**src/rtl/regfile_mp.sv**
```systemverilog
// Multi-port register file with per-register busy scoreboard for RAW hazard detection.
// Supports combinational or registered reads, optional write bypass and a hardwired-zero x0.
module regfile_mp #(
  parameter int XLEN      = 32,
  parameter int DEPTH     = 32,
  parameter int NREAD     = 2,
  parameter int NWRITE    = 1,
  parameter int SYNC_READ = 0,
  parameter int BYPASS    = 1,
  parameter int ZERO_REG  = 1,
  localparam int AW       = $clog2(DEPTH)
) (
  input  logic                    clk,
  input  logic                    rst,
  input  logic [NREAD-1:0]        rd_en,
  input  logic [NREAD*AW-1:0]     rd_addr,
  output logic [NREAD*XLEN-1:0]   rd_data,
  output logic [NREAD-1:0]        rd_busy,
  input  logic [NWRITE-1:0]       wr_en,
  input  logic [NWRITE*AW-1:0]    wr_addr,
  input  logic [NWRITE*XLEN-1:0]  wr_data,
  input  logic                    rsv_en,
  input  logic [AW-1:0]           rsv_addr
);

  logic [XLEN-1:0]  regs_q [DEPTH];
  logic [XLEN-1:0]  regs_d [DEPTH];
  logic [DEPTH-1:0] busy_q;
  logic [DEPTH-1:0] busy_d;

  logic [NREAD*XLEN-1:0] rdata_c;
  logic [NREAD-1:0]      rbusy_c;

  // Out-of-range and (optionally) zero-register addresses never hold state.
  function automatic logic addr_ok(input logic [AW-1:0] a);
    return (int'(a) < DEPTH) && !((ZERO_REG != 0) && (a == '0));
  endfunction

  // Next-state array: ascending port order lets the highest write port win,
  // and the reservation is applied last so it overrides a same-cycle clear.
  always_comb begin
    regs_d = regs_q;
    busy_d = busy_q;
    for (int j = 0; j < NWRITE; j++) begin
      if (wr_en[j] && addr_ok(wr_addr[j*AW +: AW])) begin
        regs_d[wr_addr[j*AW +: AW]] = wr_data[j*XLEN +: XLEN];
        busy_d[wr_addr[j*AW +: AW]] = 1'b0;
      end
    end
    if (rsv_en && addr_ok(rsv_addr)) begin
      busy_d[rsv_addr] = 1'b1;
    end
  end

  always_ff @(posedge clk or posedge rst) begin
    if (rst) begin
      for (int k = 0; k < DEPTH; k++) begin
        regs_q[k] <= '0;
      end
      busy_q <= '0;
    end else begin
      regs_q <= regs_d;
      busy_q <= busy_d;
    end
  end

  // Bypass reads the post-edge view (regs_d/busy_d); otherwise the stored array.
  always_comb begin
    rdata_c = '0;
    rbusy_c = '0;
    for (int i = 0; i < NREAD; i++) begin
      if (addr_ok(rd_addr[i*AW +: AW])) begin
        if (BYPASS != 0) begin
          rdata_c[i*XLEN +: XLEN] = regs_d[rd_addr[i*AW +: AW]];
          rbusy_c[i]              = busy_d[rd_addr[i*AW +: AW]];
        end else begin
          rdata_c[i*XLEN +: XLEN] = regs_q[rd_addr[i*AW +: AW]];
          rbusy_c[i]              = busy_q[rd_addr[i*AW +: AW]];
        end
      end
    end
  end

  generate
    if (SYNC_READ != 0) begin : g_sync_rd
      logic [NREAD*XLEN-1:0] rd_data_q;
      logic [NREAD-1:0]      rd_busy_q;

      always_ff @(posedge clk or posedge rst) begin
        if (rst) begin
          rd_data_q <= '0;
          rd_busy_q <= '0;
        end else begin
          for (int i = 0; i < NREAD; i++) begin
            if (rd_en[i]) begin
              rd_data_q[i*XLEN +: XLEN] <= rdata_c[i*XLEN +: XLEN];
              rd_busy_q[i]              <= rbusy_c[i];
            end
          end
        end
      end

      assign rd_data = rd_data_q;
      assign rd_busy = rd_busy_q;
    end else begin : g_async_rd
      logic unused_rd_en;
      assign unused_rd_en = ^rd_en;
      assign rd_data      = rdata_c;
      assign rd_busy      = rbusy_c;
    end
  endgenerate

endmodule

```
**config.mk**
```make
export PLATFORM = sky130hd
export DESIGN_NAME = regfile_mp
export DESIGN_NICKNAME = d
export VERILOG_FILES = /design/src/rtl/regfile_mp.sv
export SDC_FILE = /design/constraint.sdc
export NUM_CORES = 2
export LEC_CHECK = 0
export BUFFER_PORTS_ARGS = -buffer_cell sky130_fd_sc_hd__buf_2
export CAP_MARGIN = 20
export CORE_ASPECT_RATIO = 2
export CORE_MARGIN = 2
export CORE_UTILIZATION = 64
export CTS_CLUSTER_DIAMETER = 200
export CTS_CLUSTER_SIZE = 40
export DETAILED_ROUTE_END_ITERATION = 10
export GPL_ROUTABILITY_DRIVEN = 1
export MAX_ROUTING_LAYER = met4
export PLACE_DENSITY = 0.81
export RECOVER_POWER = 25
export SLEW_MARGIN = 10
export SYNTH_ARGS = -nofsm -noshare
export SYNTH_HDL_FRONTEND = slang
export SYNTH_SLANG_ARGS = --single-unit
export TNS_END_PERCENT = 100
```
**constraint.sdc**
```tcl
create_clock -name clk -period 39.7 [get_ports clk]
set_clock_uncertainty 0.1 [all_clocks]
set_input_delay 5.955 -clock clk [delete_from_list [all_inputs] [get_ports clk]]
set_output_delay 5.955 -clock clk [all_outputs]
set_load 0.01 [all_outputs]
```
**Yosys cells after proc, flatten, opt, wreduce, memory -nomap -nowiden**

Cells that the tools add are included.
W data, S select, Z words.

- Register bits: 1056
- Input port bits: 58
- Output and inout bits: 66
- Logic and storage cells: 84

- Order comparisons: 10
- Mux-type cells: 24
- Bitwise logic cells: 6
- Reduce and logical (&&, ||, !) cells: 11

Operators with widths:

| operator | count |
|---|---|
| $bwmux W1024 | 1 |
| $mux W1024 | 1 |
| $bmux W32 S5 | 2 |
| $mux W32 | 9 |
| $demux W32 S5 | 1 |
| $and A32 B32 Y32 | 1 |
| $not A32 Y32 | 1 |
| $or A32 B32 Y32 | 1 |
| $lt A5 B6 Y1 const B | 4 |
| $logic_not A5 Y1 | 4 |
| $ge A6 B6 Y1 const B | 3 |
| $not A5 Y6 | 3 |
| $bmux W1 S5 | 2 |
| $demux W1 S5 | 2 |
| $ge A5 B1 Y1 const B | 2 |
| $lt A6 B1 Y1 const B | 1 |
| $mux W1 | 6 |
| $logic_and A1 B1 Y1 | 5 |
| $logic_not A1 Y1 | 2 |

**Depth between registers and ports, before layout**

- Depth in word-level cells: 12
- Depth in mapped cells: 12
- Depth with buffers taken out: 8

**Least setup slack after synthesis**

Ideal clock, no wire load.

- Path kind: input to output
- Start point: input wr_addr[2]
- End point: output rd_data[37]
- Data arrival time: 8.470 ns
- Data required time: 33.645 ns
- Path slack: 25.175 ns
- Cell stages on the path: 8
- Buffers on the path: 2
- Cell sequence: buf_4 nor4b_4 nand2_2 buf_4 mux2i_1 a2111oi_0 o31ai_1 a2111oi_0

- Cells in the longest elaborated chain, start to end: 11
- Elaborated cells between the ends (all ways): 15
- Classes of those cells: order compare: 2; mux: 8; bitwise: 1; reduce/logical: 4

RTL lines:

| what | line | text |
|---|---|---|
| from (decl) | 20 | `input logic [NWRITE*AW-1:0] wr_addr,` |
| $not A5 Y6 (implied by the code) | 46 | `regs_d[wr_addr[j*AW +: AW]] = wr_data[j*XLEN +: XLEN];` |
| $ge A6 B6 Y1 (implied by the code) or $lt A6 B1 Y1 (tied branches) | 46 |  |
| $logic_and A1 B1 Y1 (implied by the code) | 46 |  |
| $mux W32 (implied by the code) | 46 |  |
| $demux W32 S5 | 46 |  |
| $bwmux W1024 | 46 |  |
| $mux W1024 * | 45 | `if (wr_en[j] && addr_ok(wr_addr[j*AW +: AW])) begin` |
| $bmux W32 S5 * | 74 | `rdata_c[i*XLEN +: XLEN] = regs_d[rd_addr[i*AW +: AW]];` |
| $mux W32 (implied by the code) * (2 in a row) | 74 |  |
| $mux W32 * | 72 | `if (addr_ok(rd_addr[i*AW +: AW])) begin` |
| to (decl) | 17 | `output logic [NREAD*XLEN-1:0] rd_data,` |

Mark *: on every way between the ends. The rest lies on a longest branch, timed or not. The select of a mux whose other input is x is not followed.

**Final worst setup path**

- Start point: input wr_addr[0]
- End point: output rd_data[61]

The elaborated chain is that of the path after synthesis.

==> results.py <==
metrics = {
    "status": {
        "status": "complete, but fails checks",
        "violations": "max-capacitance violations, max-slew violations",
    },
    "logic_synthesis": {
        "synthCells": 5673,
        "syn-mean-instance-area_um2": 10.5,
        "ys_warn_count": 0,
        "synth_nets": 5731,
        "synth.cell_area_mm2": 0.0598,
        "yosysSeqAreaShare_pct": 44.2,
        "ys_async_sr_fraction_pct": 100,
        "synth-main-ff-cell": "dfrtp_1",
        "synth_seq_cells": 1056,
        "synth_edf_count": 0,
        "synthDistinctLibCells": 91,
    },
    "global_routing": {
        "grt_use_total_pct": 56.3,
        "grt_max_degree": 171,
        "grt_antenna_before_repair": 50,
        "grt_pass1_vias": 51380,
        "grt_pass1_wl_um": 368000,
        "gr-total-overflow": 0,
    },
    "die": {
        "rows": 158,
        "die_area_mm2": 0.0961,
        "dieWidth_um": 220,
        "core_area_mm2": 0.0927,
        "io_pins": 124,
        "start_util_pct": 64.5,
        "fp.dieH_um": 436,
    },
    "clock_tree": {
        "cts.sinks": 1056,
        "cts_made_buffers": 30,
        "h-tree-depth": 1,
        "hold_buffers": 0,
        "cts_tree": "done",
        "clk_pin_slew_ns": 0.16,
        "clock_path_buffers": 3,
        "cts_resized": 0,
        "clk_latency_ns": 0.74,
        "root_buffer": "clkbuf_16",
        "cts_setup_buffers": 0,
    },
    "timing": {
        "setup_tns_ns": 0,
        "fin_crit_ns": 19.71,
        "grt_setup_unrepaired": "false",
        "fmax_ghz": 0.0507,
        "period_share_pct": 49.6,
        "tightest_slew_ns": 9.10,
        "max_slew_margin_pct": -507,
        "setup_viol": 0,
        "slew_violations": 589,
        "hold_violations": 0,
    },
    "route": {
        "via_count": 51988,
        "drt_iter0_markers": 9298,
        "drt-pass1-iter-count": 9,
        "dr_wl_met2_um": 107000,
        "dr_wl_met3_um": 39700,
        "drc": 0,
        "wl_um": 259000,
        "drtAntennaViolNets": 0,
        "wl_met1_um": 79600,
        "highest_layer": "met4",
        "vias_per_cell": 7.70,
        "post_drt_wl_per_cell_um": 38.4,
    },
    "critical_path": {
        "cp.required_ns": 33.65,
        "slowest_delay_ns": 2.40,
        "crit_path_end_kind": "primary output",
        "cp_cell_sequence": "clkbuf_1, or2_2, clkbuf_1, nor2_4, buf_4, buf_4, mux2i_1, mux4_2, o22ai_1, nor4_1, a211oi_1, buf_2",
        "cp_slowest_cell": "clkbuf_1",
        "start_kind": "primary input",
        "critical_path_class": "in2out",
        "arrival_ns": 13.65,
        "crit_fanout": 37,
        "crit_start": "wr_addr[0]",
        "timing.rr.start": "regs_q[873]$_DFF_PP0_",
        "worst-path-buf-inv": 5,
        "critPathTopFamily": "buffers and inverters",
    },
    "pwr": {
        "pwr_density_cell_mw_per_mm2": 42.0,
        "vdd_drop_max_mv": 0.0570,
        "p_leak_nw": 32.1,
    },
    "placement": {
        "portBuffers": 121,
        "gp_congestion": 1.06,
        "hpwlAfterDp_um": 163000,
    },
    "hold_path": {
        "hold_path.class": "reg2reg",
        "hold_path_startpoint": "regs_q[996]$_DFF_PP0_",
    },
    "flow_run": {
        "cap_violations": 8,
    },
    "layout": {
        "final_util_pct": 67.3,
        "nets": 5543,
        "drive_gt1_share_pct": 17.7,
        "area_growth_pct": 4.28,
    },
}
## layout by cell type, fill, tap and decap left out, drive strengths merged, types with 70 or more instances in the layout
cell type and count:
nor2 279, a21oi 194, o211ai 83, o21ai 310, mux4 302, buf 311, nand2 413, inv 666
diode 70, mux2 233, a211oi 70, nor3 142, dfrtp 1056, mux2i 662, o22ai 99
## per-stage QoR
stage	instance area (um2)	total power (W)	hold slack, ns	setup WS (ns)	instances
after floorplan	59800	0.00189	0.324	3.92	5673
after global routing	62400	0.00270	0.309	19.92	6741
final	62400	0.00262	0.298	19.99	6755
after detailed placement	61300	0.00212	0.263	22.49	6643
after global placement	61300	0.00207	0.260	22.49	6640
after CTS	62100	0.00257	0.297	22.47	6675
## cells in the mapped netlist (10+ instances only)
library cell | number | area [um2]
and2_1 | 10 | 62.6
nand2_2 | 16 | 100
inv_1 | 665 | 2500
o32a_1 | 17 | 170
o211ai_1 | 83 | 623
o22ai_1 | 99 | 619
and3_1 | 19 | 119
a21o_1 | 10 | 75.1
o21ai_0 | 300 | 1500
buf_1 | 78 | 293
a211o_1 | 13 | 114
a32oi_1 | 14 | 123
o221ai_1 | 14 | 123
nor4_1 | 43 | 269
nor2_1 | 271 | 1020
a2111oi_0 | 17 | 149
mux4_2 | 302 | 6800
o31ai_1 | 11 | 82.6
nand3_1 | 65 | 325
dfrtp_1 | 1056 | 26400
or3_1 | 18 | 113
clkbuf_1 | 321 | 1200
buf_4 | 27 | 203
o311ai_0 | 11 | 96.3
a211oi_1 | 70 | 526
a221oi_1 | 10 | 87.6
nor3_1 | 142 | 711
o2111ai_1 | 31 | 272
mux2i_1 | 662 | 6630
mux2_2 | 233 | 2620
a21oi_1 | 194 | 971
buf_2 | 108 | 541
nor2b_1 | 13 | 81.3
a22oi_1 | 34 | 255
a31oi_1 | 32 | 200
a22o_1 | 29 | 254
nand2_1 | 397 | 1490
nand2b_1 | 20 | 125
o22a_1 | 14 | 123
o21ai_1 | 10 | 50.1
## final cells by class
cell class | instances | area, um2
Tap cell | 1200 | 1500
Multi-Input combinational cell | 3408 | 28800
Timing Repair Buffer | 320 | 2230
Antenna cell | 70 | 175
Clock buffer | 30 | 751
Clock inverter | 2 | 46.3
Fill cell | 7232 | 30300
Inverter | 669 | 2510
Sequential cell | 1056 | 26400
## kinds of logic after synthesis
logic type | share of synthesized area [%]
muxes | 26.8
DFF | 44.2
buffers and inverters | 8.04
AOI/OAI and AO/OA | 12.4
and+or+nand+nor | 8.54
xor gates and xnor gates | 0.0732
## metal layers
layer | GRT usage, % | up-vias
li1 | - | 19839
met1 | 61.8 | 25351
met2 | 73.7 | 4872
met3 | 26.5 | 1926
met4 | 53.2 | 0
met5 | - | -
## power breakdown
part	internal, W	total [W]	switching, W
logic	0.000311	0.000794	0.000484
clock network	0.000139	0.000482	0.000343
registers	0.00127	0.00135	0.0000717
## sequential cells by signal, summed over array words and instances, names as in the netlist
signal  flops
regs_q   1024
busy_q     32
## worst register-to-register path, delay by kind of cell (launching register included)
kind,cells,cell delay (ns)
compound gates,2,0.41
flops,1,0.40
## worst paths after layout
kind / to / slack [ns] / depth (start not counted)
max: rd_data[61] / 19.99 / 12
min: regs_q[996]$_DFF_PP0_ / 0.30 / 0
max reg2reg: regs_q[873]$_DFF_PP0_ / 38.58 / 2
min reg2reg: regs_q[996]$_DFF_PP0_ / 0.30 / 0
max in group asynchronous: regs_q[960]$_DFF_PP0_ / 22.08 / 3
min in group asynchronous: regs_q[370]$_DFF_PP0_ / 6.88 / 2
(Power assumes the default switching activity.)
